--- src/rtl/vga_timing_gen.sv ---
// ---------------------------------------------------------------------------
// vga_timing_gen
//
// Parametrised raster timing generator. A registered raster position
// (pos_x, pos_y) is advanced once per pixel clock-enable; sync, display
// enable and the line/frame strobes are registered alongside it so every
// output describes the same pixel in the same cycle.
//
// Optional feature (compile-time macro):
//   VGA_TIMING_FRAME_CNT_EN - when defined, frame_cnt counts frame starts
//                             since reset (modulo 2^FRAME_W). When undefined
//                             frame_cnt is tied to 0 and no counter exists.
//
// Ports:
//   clk          in   system clock
//   rst_n        in   synchronous active-low reset (wins over pix_ce)
//   pix_ce       in   pixel clock-enable; tie high when clk is the pixel clock
//   hsync        out  horizontal sync, asserted level = HS_POL
//   vsync        out  vertical sync, asserted level = VS_POL
//   de           out  display enable, high inside the active area
//   pos_x        out  current pixel column, 0 .. H_TOTAL-1
//   pos_y        out  current line, 0 .. V_TOTAL-1
//   line_start   out  one-clk strobe after the edge that loads pos_x = 0
//   frame_start  out  one-clk strobe after the edge that loads (0,0)
//   frame_cnt    out  frames since reset (see macro above)
// ---------------------------------------------------------------------------
module vga_timing_gen #(
    parameter int H_ACTIVE = 640,
    parameter int H_FP     = 16,
    parameter int H_SYNC   = 96,
    parameter int H_BP     = 48,
    parameter int V_ACTIVE = 480,
    parameter int V_FP     = 10,
    parameter int V_SYNC   = 2,
    parameter int V_BP     = 33,
    parameter int HS_POL   = 0,
    parameter int VS_POL   = 0,
    parameter int X_W      = 10,
    parameter int Y_W      = 10,
    parameter int FRAME_W  = 8
) (
    input  logic               clk,
    input  logic               rst_n,
    input  logic               pix_ce,
    output logic               hsync,
    output logic               vsync,
    output logic               de,
    output logic [X_W-1:0]     pos_x,
    output logic [Y_W-1:0]     pos_y,
    output logic               line_start,
    output logic               frame_start,
    output logic [FRAME_W-1:0] frame_cnt
);

    localparam int H_TOTAL      = H_ACTIVE + H_FP + H_SYNC + H_BP;
    localparam int V_TOTAL      = V_ACTIVE + V_FP + V_SYNC + V_BP;
    localparam int H_SYNC_START = H_ACTIVE + H_FP;
    localparam int H_SYNC_END   = H_SYNC_START + H_SYNC;
    localparam int V_SYNC_START = V_ACTIVE + V_FP;
    localparam int V_SYNC_END   = V_SYNC_START + V_SYNC;

    localparam logic HS_ON = 1'(HS_POL);
    localparam logic VS_ON = 1'(VS_POL);

    logic [X_W-1:0] r_pos_x;
    logic [Y_W-1:0] r_pos_y;
    logic           r_hsync;
    logic           r_vsync;
    logic           r_de;
    logic           r_line_start;
    logic           r_frame_start;

    logic           w_x_wrap;
    logic           w_y_wrap;
    logic [X_W-1:0] w_next_x;
    logic [Y_W-1:0] w_next_y;
    logic           w_next_de;
    logic           w_next_hs_on;
    logic           w_next_vs_on;
    logic           w_line_hit;
    logic           w_frame_hit;

    // Decode from the position about to be loaded, so the registered flags
    // land on the same edge as the coordinates they describe.
    always_comb begin
        w_x_wrap     = (r_pos_x == X_W'(H_TOTAL - 1));
        w_y_wrap     = (r_pos_y == Y_W'(V_TOTAL - 1));
        w_next_x     = w_x_wrap ? '0 : r_pos_x + X_W'(1);
        w_next_y     = r_pos_y;
        if (w_x_wrap) begin
            w_next_y = w_y_wrap ? '0 : r_pos_y + Y_W'(1);
        end
        w_next_de    = (w_next_x < X_W'(H_ACTIVE)) && (w_next_y < Y_W'(V_ACTIVE));
        w_next_hs_on = (w_next_x >= X_W'(H_SYNC_START)) && (w_next_x < X_W'(H_SYNC_END));
        w_next_vs_on = (w_next_y >= Y_W'(V_SYNC_START)) && (w_next_y < Y_W'(V_SYNC_END));
        w_line_hit   = (w_next_x == '0);
        w_frame_hit  = w_line_hit && (w_next_y == '0);
    end

    // Reset parks the raster on the last pixel of the frame, so the first
    // enabled pixel after release is naturally (0,0) with both strobes.
    // NOTE: all state here uses non-blocking assignment so every register
    // samples the pre-edge values; blocking would chain next-state updates.
    always_ff @(posedge clk) begin
        if (!rst_n) begin
            r_pos_x       <= X_W'(H_TOTAL - 1);
            r_pos_y       <= Y_W'(V_TOTAL - 1);
            r_de          <= 1'b0;
            r_hsync       <= ~HS_ON;
            r_vsync       <= ~VS_ON;
            r_line_start  <= 1'b0;
            r_frame_start <= 1'b0;
        end else begin
            // Strobes are one clk wide regardless of the pix_ce duty cycle.
            r_line_start  <= 1'b0;
            r_frame_start <= 1'b0;
            if (pix_ce) begin
                r_pos_x       <= w_next_x;
                r_pos_y       <= w_next_y;
                r_de          <= w_next_de;
                r_hsync       <= w_next_hs_on ? HS_ON : ~HS_ON;
                r_vsync       <= w_next_vs_on ? VS_ON : ~VS_ON;
                r_line_start  <= w_line_hit;
                r_frame_start <= w_frame_hit;
            end
        end
    end

`ifdef VGA_TIMING_FRAME_CNT_EN
    logic [FRAME_W-1:0] r_frame_cnt;

    // Counts on the same edge that raises frame_start, so the first frame
    // after reset already reads 1.
    always_ff @(posedge clk) begin
        if (!rst_n) begin
            r_frame_cnt <= '0;
        end else if (pix_ce && w_frame_hit) begin
            r_frame_cnt <= r_frame_cnt + FRAME_W'(1);
        end
    end

    assign frame_cnt = r_frame_cnt;
`else
    assign frame_cnt = '0;
`endif

    assign pos_x       = r_pos_x;
    assign pos_y       = r_pos_y;
    assign hsync       = r_hsync;
    assign vsync       = r_vsync;
    assign de          = r_de;
    assign line_start  = r_line_start;
    assign frame_start = r_frame_start;

endmodule
--- config.mk ---
export PLATFORM = sky130hd
export DESIGN_NAME = vga_timing_gen
export DESIGN_NICKNAME = d
export VERILOG_FILES = /design/src/rtl/vga_timing_gen.sv
export SDC_FILE = /design/constraint.sdc
export NUM_CORES = 1
export LEC_CHECK = 0
export CORE_ASPECT_RATIO = 0.75
export CORE_MARGIN = 8
export CORE_UTILIZATION = 50
export CTS_CLUSTER_SIZE = 16
export DETAILED_ROUTE_END_ITERATION = 6
export DONT_BUFFER_PORTS = 1
export HOLD_SLACK_MARGIN = 0.08
export PLACE_DENSITY = 0.71
export SLEW_MARGIN = 0
export SYNTH_ARGS = -nofsm -noshare
export SYNTH_HDL_FRONTEND = slang
export SYNTH_SLANG_ARGS = --single-unit
--- constraint.sdc ---
create_clock -name clk -period 2.7 [get_ports clk]
set_input_delay 0.54 -clock clk [delete_from_list [all_inputs] [get_ports clk]]
set_output_delay 0.54 -clock clk [all_outputs]
set_load 0.02 [all_outputs]
==> flow_summary.ini, run 1 <==
[detailed_routing]
first_iter_violations = 170
vias = 1496
routedWlPerCell_um = 16.2
routed_wl_mm = 4.12
dr.pass1.iters = 5
wl_met3_um = 420
ant_nets = 0
wl_met2_mm = 1.67
drc_errors = 0
wl_met1_mm = 2.00
routed_via_density = 5.89
routed.top_layer = met4

[critical_path]
critPathCaptureType = flip-flop
required_ns = 2.92
crit_type = reg -> reg
start_kind = flip-flop
reg2reg_slack_ns = 0.28
critPathArrivalTime_ns = 2.64
cp_max_fo = 10

[clock_tree]
cts_tree = done
insertion_delay_ns = 0.27
cts_resized = 0
cts_buffers = 3
clkTransAtPathRegs_ns = 0.09
cts-root-buf = clkbuf_8
cts_setup_buffers = 0
cts.path.max_buffers = 2
cts_hold_buf = 0
htreeDepth = 1
cts_sinks = 25

[flow_run]
cap_viol_max_count = 0

[sta]
worst_slack_ns = 0.278
max_freq_mhz = 413
relSlewSlack = 0.604
fin_crit_sh = 0.897
final.min_clock_period_ns = 2.42
tightest_slew_ns = 0.589
setup_viol = 0
setup_tns_ns = 0
hold_viol = 0
fin_worst_skew_ns = 0.0101
report.final.slew_viol_count = 0
rsz0062_at_grt = no

[status]
status = complete, no violations

[finish]
syn_to_final_growth_pct = 3.72
n_antenna_cell = 0
fin_area_sq_mm = 0.00178
n_fill_cell = 300
drive_above_1_share = 0.112
nNetsFinal = 221

[die]
dieArea_sq_mm = 0.00558
start_util = 0.522
io_pins = 36
die_x_um = 83.6
num_rows = 18
die_h_um = 66.7
core-area_sq_mm = 0.00329

[grt]
grtUsageTotal = 0.144
grt_max_degree = 24
grt_overflow_total = 0
grt_pass1_vias = 1286
grt_pass1_wl_mm = 6.72
antenna_found_initial = 0

[synth]
yosysTopAreaCellShare = 0.292
synth_top_area_cell = dfxtp_1
synth_area_sq_mm = 0.00172
ys_ff_latch = 25
synth_commonest_cells = dfxtp_1, nand2_1, o21ai_0
yosysWarnings = 0
synth_edf_count = 0
synth_area_per_cell_sq_um = 7.98
syn_inst = 215
synth_most_common_cell = dfxtp_1
yosys-top-cells-area = dfxtp_1, nand2_1, xnor2_1
async_reset_ff_frac = 0
ys_types = 50
ys_seq_area_frac = 0.292
synth_flop_cell = dfxtp_1

[place]
dpl.hpwl_mm = 3.12
io_buffers = 0
pre_cts_ws_ns = 0.369
place_area_sq_mm = 0.00173
gp_congestion = 0.925

[power_and_ir_drop]
p_sw_frac = 0.377
netSwitchingPower_uw = 394
power.internal_uw = 650
p_comb_frac = 0.369
pwr-share-clk = 0.211
peakVddDrop_uv = 318
seq_power_share = 0.421
total_power_mw = 1.04
powerDensity_mw_per_mm2 = 587
leakage_nw = 0.707

[worst_hold_path]
hold_class = in -> reg
## cells in the final DEF (no fill, tap or decap), drive strengths merged, types with 2 or more instances in the layout
cell type  Yosys  final
buf           15     10
o31ai          2      2
a31oi          5      5
nand4          6      6
a211oi         2      2
nand2         24     24
nor3          11     11
nand4b         2      2
a211o          2      2
a21oi          6      6
nor2          11     11
o211a          2      2
o21a           2      2
xnor2          9      9
clkbuf         7      3
and4           2      2
mux2i          2      2
o21ai         14     14
conb           1      8
inv            6      6
nand2b         5      5
dfxtp         25     25
nand3         12     12
ha             3      3
a21boi         3      3
or3            3      3
and3           5      5
and2           6      6
or4            2      2
nand3b         3      3
xor2           5      5
## power by group through the flow
stage | clock network (mW) | registers, mW | logic [mW]
floorplan | 0 | 0.455 | 0.310
global placement | 0 | 0.447 | 0.377
detailed placement | 0 | 0.448 | 0.379
CTS | 0.230 | 0.439 | 0.380
global route | 0.242 | 0.445 | 0.423
finish | 0.220 | 0.440 | 0.385
## metrics by stage
step	std cells	util	hold slack (ns)
5_1_grt	254	0.541	0.323
3_5_place_dp	250	0.527	0.581
2_1_floorplan	222	-	0.545
4_1_cts	254	0.541	0.329
6_report	254	0.541	0.332
3_3_place_gp	250	0.527	0.569
## path summary, 6_finish.rpt
check           start     endpoint  depth (start not counted)
max reg2reg  pos_y[5]  frame_start                          6
min reg2reg        de           de                          2
min             rst_n     pos_y[3]                          1
max          pos_y[5]  frame_start                          6
## cells by family (layout without fill, tap and decap cells)
family | Yosys count | count (layout) | synth area share
mux | 2 | 2 | 0.0117
xor+xnor | 14 | 14 | 0.0715
simple gates | 96 | 96 | 0.322
flops | 25 | 25 | 0.292
other cells | 1 | 8 | 0.00219
compound gates | 46 | 46 | 0.187
fa+ha+maj | 3 | 3 | 0.0219
buf+inv | 28 | 20 | 0.0912
## critical path, cell delays in order (launching register included)
cell and delay [ns]:
dfxtp_1 0.44, or4_1 0.61, nor3_4 0.45, nor2_1 0.12
o21ai_0 0.36, o21a_1 0.20, and4_1 0.18
## registers in the layout, indices dropped and copies added (netlist names)
signal	count
de	1
frame_start	1
hsync	1
line_start	1
pos_x	10
pos_y	10
vsync	1
## cell type report
cell class	instances	area [sq um]	share of cell area
clock buffer	3	41.3	0.0232
clock inverter	1	5.00	0.00281
inverter	6	22.5	0.0127
multi-input combinational	169	1080	0.610
sequential	25	500	0.281
tap	40	50.0	0.0281
timing repair buffer	10	75.1	0.0422
## layer usage
layer,up-vias,track usage
li1,758,-
met3,2,0.0438
met1,670,0.210
met2,66,0.202
met5,-,0
met4,0,0.0258
Note: power is estimated with default switching activity, not from simulation.
==> run 2: changes to the inputs <==
--- a/config.mk
+++ b/config.mk
@@ -11,6 +11,7 @@
 export CTS_CLUSTER_SIZE = 16
 export DETAILED_ROUTE_END_ITERATION = 6
 export DONT_BUFFER_PORTS = 1
+export GPL_TIMING_DRIVEN = 0
 export HOLD_SLACK_MARGIN = 0.08
 export PLACE_DENSITY = 0.71
 export SLEW_MARGIN = 0
==> run 2 against run 1 <==
Net effect:
- final cell count increased by 4.7%
- sequential power is 4% higher
- maximum frequency decreased by 1.8%
- design area rose by 3.2%
- combinational power shrank 1%
- critical endpoint unchanged
- highest routed layer unchanged
==> flow_summary.ini, run 2 (synthesized netlist as in run 1, its figures left out) <==
[status]
status = complete, no violations

[detailed_routing]
routed_wl_mm = 4.15
routedWlPerCell_um = 15.6
dr.pass1.iters = 4
routed_via_density = 5.83
first_iter_violations = 124
vias = 1551
ant_nets = 0
drc_errors = 0

[critical_path]
worst-path-buf-inv = 1
cp_max_fo = 10
start_kind = flip-flop
crit_type = reg -> reg
crit_family = simple AND/OR/NAND/NOR gates
critPathCaptureType = flip-flop
required_ns = 2.92
crit_chain = ha_1, nand4_1, nor3_2, buf_2, nand2_1, o21ai_1, o21a_1, and4_1
r2r_cells = 8
cp.depth = 8
critPathArrivalTime_ns = 2.68
slowest_stage = dfxtp_1
slowest_delay_ns = 0.51

[sta]
relSlewSlack = 0.582
final.min_clock_period_ns = 2.47
setup_viol = 0
max_freq_mhz = 406
worst_slack_ns = 0.234
fin_crit_sh = 0.913
hold_viol = 0
report.final.slew_viol_count = 0
fin_worst_skew_ns = 0.00711
setup_tns_ns = 0
rsz0062_at_grt = no
tightest_slew_ns = 0.622

[grt]
grt_pass1_wl_mm = 6.90
grtUsageTotal = 0.148
grt_pass1_vias = 1408
grt.busiest_layer = met2
antenna_found_initial = 0
grt_overflow_total = 0
use_met1 = 0.196
grt.met3_usage = 0.0536
met2_usage = 0.222
grt_max_degree = 14

[flow_run]
cap_viol_max_count = 0

[worst_hold_path]
hold_class = in -> reg
hold_depth = 2

[clock_tree]
clkTransAtPathRegs_ns = 0.09
cts-root-buf = clkbuf_8
cts_buffers = 3
cts_tree = done
cts_setup_buffers = 0
insertion_delay_ns = 0.27
cts.path.max_buffers = 2
htreeDepth = 1
cts_sinks = 25
cts_hold_buf = 0
cts_resized = 0

[place]
place_area_sq_mm = 0.00179
gp_congestion = 0.934
io_buffers = 0
dpl.hpwl_mm = 3.11
pre_cts_ws_ns = 0.198

[finish]
syn_to_final_growth_pct = 7.08
nNetsFinal = 233
n_antenna_cell = 0
layout_common_cells = dfxtp_1, nand2_1, o21ai_0
final_common_cell = dfxtp_1
drive_above_1_share = 0.124
n_fill_cell = 332
utilization = 0.559
fin_area_sq_mm = 0.00184

[die]
core-area_sq_mm = 0.00329
dieArea_sq_mm = 0.00558
io_pins = 36
start_util = 0.522
num_rows = 18
die_h_um = 66.7
die_x_um = 83.6

[power_and_ir_drop]
powerDensity_mw_per_mm2 = 575
peakVddDrop_uv = 314
leakage_nw = 0.741
run 2: changes by cell type in the layout (fill, tap and decap cells not counted):
| cell | before | now |
|---|---|---|
| buf_4 | 10 | 8 |
| buf_2 | 0 | 5 |
| o21ai_0 | 14 | 13 |
| clkbuf_1 | 0 | 8 |
| buf_6 | 0 | 2 |
| clkinv_2 | 1 | 0 |
| o21ai_1 | 0 | 1 |
run 2: through the flow:
stage	total power, mW	instances	hold WS (ns)
after floorplan	0.765	222	0.545
after CTS	1.06	266	0.425
final	1.06	266	0.436
after detailed placement	0.837	262	0.577
after global placement	0.837	262	0.580
after global routing	1.13	266	0.435
run 2: final cells by class:
cell class,count,area [sq um],area share
well taps,40,50.0,0.0272
flip-flops and latches,25,500,0.272
clock buffers,4,45.0,0.0245
plain buffers,22,134,0.0729
inverters,6,22.5,0.0123
multi-input cells,169,1080,0.591
run 2: worst reg2reg max path, stage by stage, from the launching register on:
cell	delay, ns
dfxtp_1	0.51
ha_1	0.35
nand4_1	0.24
nor3_2	0.35
buf_2	0.28
nand2_1	0.08
o21ai_1	0.25
o21a_1	0.19
and4_1	0.17
run 2: layer usage:
layer  wire length (um)  share of wire  vias to the layer above
met2               1640           0.40                       73
met4                 29         0.0070                        0
met1               1940           0.47                      698
li1                   -              -                      778
met3                539           0.13                        2
met5                  0              0                        -
run 2: worst paths after layout:
check                           startpoint     endpoint  slack (ns)
worst max-delay path              pos_x[1]  frame_start        0.23
worst min-delay path                 rst_n   line_start        0.44
worst max register to register    pos_x[1]  frame_start        0.23
worst min register to register          de           de        0.58
run 2: power by group:
group	switching [mW]	leakage (nW)	internal (mW)	total, mW
clock	0.114	0.0228	0.105	0.219
combinational	0.223	0.514	0.157	0.380
sequential	0.0621	0.204	0.394	0.456
==> run 3: changes to the inputs <==
--- a/config.mk
+++ b/config.mk
@@ -6,14 +6,15 @@
 export NUM_CORES = 1
 export LEC_CHECK = 0
 export CORE_ASPECT_RATIO = 0.75
-export CORE_MARGIN = 8
+export CORE_MARGIN = 4
 export CORE_UTILIZATION = 50
 export CTS_CLUSTER_SIZE = 16
 export DETAILED_ROUTE_END_ITERATION = 6
 export DONT_BUFFER_PORTS = 1
 export GPL_TIMING_DRIVEN = 0
 export HOLD_SLACK_MARGIN = 0.08
-export PLACE_DENSITY = 0.71
+export PLACE_DENSITY = 0.74
+export REMOVE_ABC_BUFFERS = 1
 export SLEW_MARGIN = 0
 export SYNTH_ARGS = -nofsm -noshare
 export SYNTH_HDL_FRONTEND = slang
==> constraint.sdc (replaced) <==
create_clock -name clk -period 2.16 [get_ports clk]
set_input_delay 0.432 -clock clk [delete_from_list [all_inputs] [get_ports clk]]
set_output_delay 0.432 -clock clk [all_outputs]
set_load 0.02 [all_outputs]
==> run 3 against run 2 <==
Net effect:
- the run now ends with setup timing left
- count of clock-buffer cells in the layout unchanged
- register-to-register slack got worse by 0.29 ns
- maximum frequency increased by 11%
- largest power group unchanged
==> flow_summary.ini, run 3 (synthesized netlist as in run 1, its figures left out) <==
[status]
status = complete, but fails checks
violations = setup timing

[die]
io_pins = 36
die_h_um = 58.7
dieArea_sq_mm = 0.00444
die_x_um = 75.6
start_util = 0.522
num_rows = 18
core-area_sq_mm = 0.00329

[sta]
setup_viol = 2
report.final.slew_viol_count = 0
fin_worst_skew_ns = 0.00523
relSlewSlack = 0.661
worst_slack_ns = -0.0525
hold_viol = 0
tightest_slew_ns = 0.507
max_freq_mhz = 452
fin_crit_sh = 1.02
rsz0062_at_grt = yes
final.min_clock_period_ns = 2.21

[critical_path]
rr_startpoint = pos_x[1]
cp_max_fo = 5
start_kind = flip-flop
r2r_cells = 9
reg2reg_slack_ns = -0.05
rr_endpoint = frame_start
critPathArrivalTime_ns = 2.43
crit_type = reg -> reg
critPathCaptureType = flip-flop
required_ns = 2.37

[clock_tree]
cts_sinks = 25
htreeDepth = 1
cts_tree = done
cts-root-buf = clkbuf_8
clkTransAtPathRegs_ns = 0.09
insertion_delay_ns = 0.27
cts.path.max_buffers = 2
cts_buffers = 3
cts_hold_buf = 0

[finish]
final_common_cell = nand2_1
n_fill_cell = 284
drive_above_1_share = 0.260
n_antenna_cell = 0
nNetsFinal = 230
layout_common_cells = nand2_1, buf_4, nand3_1, o21ai_0
syn_to_final_growth_pct = 15.9
fin_area_sq_mm = 0.00199

[place]
pre_cts_ws_ns = -0.762
dpl.hpwl_mm = 2.65
io_buffers = 0
gp_congestion = 0.907
place_area_sq_mm = 0.00166

[power_and_ir_drop]
leakage_nw = 0.791
total_power_mw = 1.48
peakVddDrop_uv = 411
powerDensity_mw_per_mm2 = 745

[detailed_routing]
routed_via_density = 6.01
first_iter_violations = 147
drc_errors = 0
routed_wl_mm = 4.37
ant_nets = 0
routedWlPerCell_um = 16.6
vias = 1580
dr.pass1.iters = 4

[grt]
grt_pass1_wl_mm = 6.74
grt_overflow_total = 0
grtUsageTotal = 0.195
grt_pass1_vias = 1343
grt_max_degree = 24
antenna_found_initial = 0

[worst_hold_path]
hold_depth = 1
min_from = rst_n
holdPathEnd = pos_y[3]
hold_class = in -> reg

[flow_run]
cap_viol_max_count = 0
-- run 3: how the worst max path moves through the flow --
stage,from,endpoint,cells after the start
6_report,pos_x[1],frame_start,9
3_5_place_dp,pos_x[1],pos_y[4],6
2_1_floorplan,pos_x[1],pos_y[4],6
4_1_cts,pos_x[0],frame_start,9
5_1_grt,pos_x[1],frame_start,9
3_3_place_gp,pos_x[0],pos_y[4],6
-- run 3: layout make-up --
| type | instances | area, sq um | share of cell area |
|---|---|---|---|
| sequential | 25 | 528 | 0.266 |
| inverter | 6 | 22.5 | 0.0113 |
| tap | 40 | 50.0 | 0.0252 |
| timing repair buffer | 19 | 154 | 0.0774 |
| clock buffer | 4 | 45.0 | 0.0227 |
| multi-input combinational | 169 | 1190 | 0.598 |
-- run 3: per-stage QoR --
step	TNS (ns)	hold WS, ns	cells	utilization
3_3_place_gp	-6.01	0.498	240	0.504
4_1_cts	0	0.218	254	0.556
6_report	-0.0809	0.221	263	0.605
2_1_floorplan	-0.418	0.494	200	-
5_1_grt	-0.792	0.213	263	0.605
3_5_place_dp	-6.29	0.501	240	0.504
-- run 3: repair_timing --
item	in CTS	in global routing
pin swaps	4	12
endpoints found under the hold margin	0	0
setup endpoints to repair	17	10
cloned	0	1
setup buffers	10	8
resized for setup	19	26
-- run 3: critical path: stages, from the launching register on --
cell and delay (ns):
dfxtp_4 0.42, ha_4 0.17, nand4_1 0.19, buf_4 0.22
nor3_4 0.33, buf_6 0.19, nand2_4 0.05, o21ai_2 0.17
o21a_1 0.19, and4_1 0.22
-- run 3: per-layer routing --
| layer | share of wire | GRT usage |
|---|---|---|
| met5 | 0 | 0 |
| met4 | 0.0092 | 0.0349 |
| met3 | 0.090 | 0.0666 |
| met2 | 0.42 | 0.285 |
| met1 | 0.48 | 0.281 |
-- run 3: report_power, final --
part           total, mW  internal, mW  leakage [nW]  switching, mW
combinational      0.587         0.291         0.563          0.296
sequential         0.611         0.497         0.205          0.114
clock              0.283         0.132        0.0228          0.151
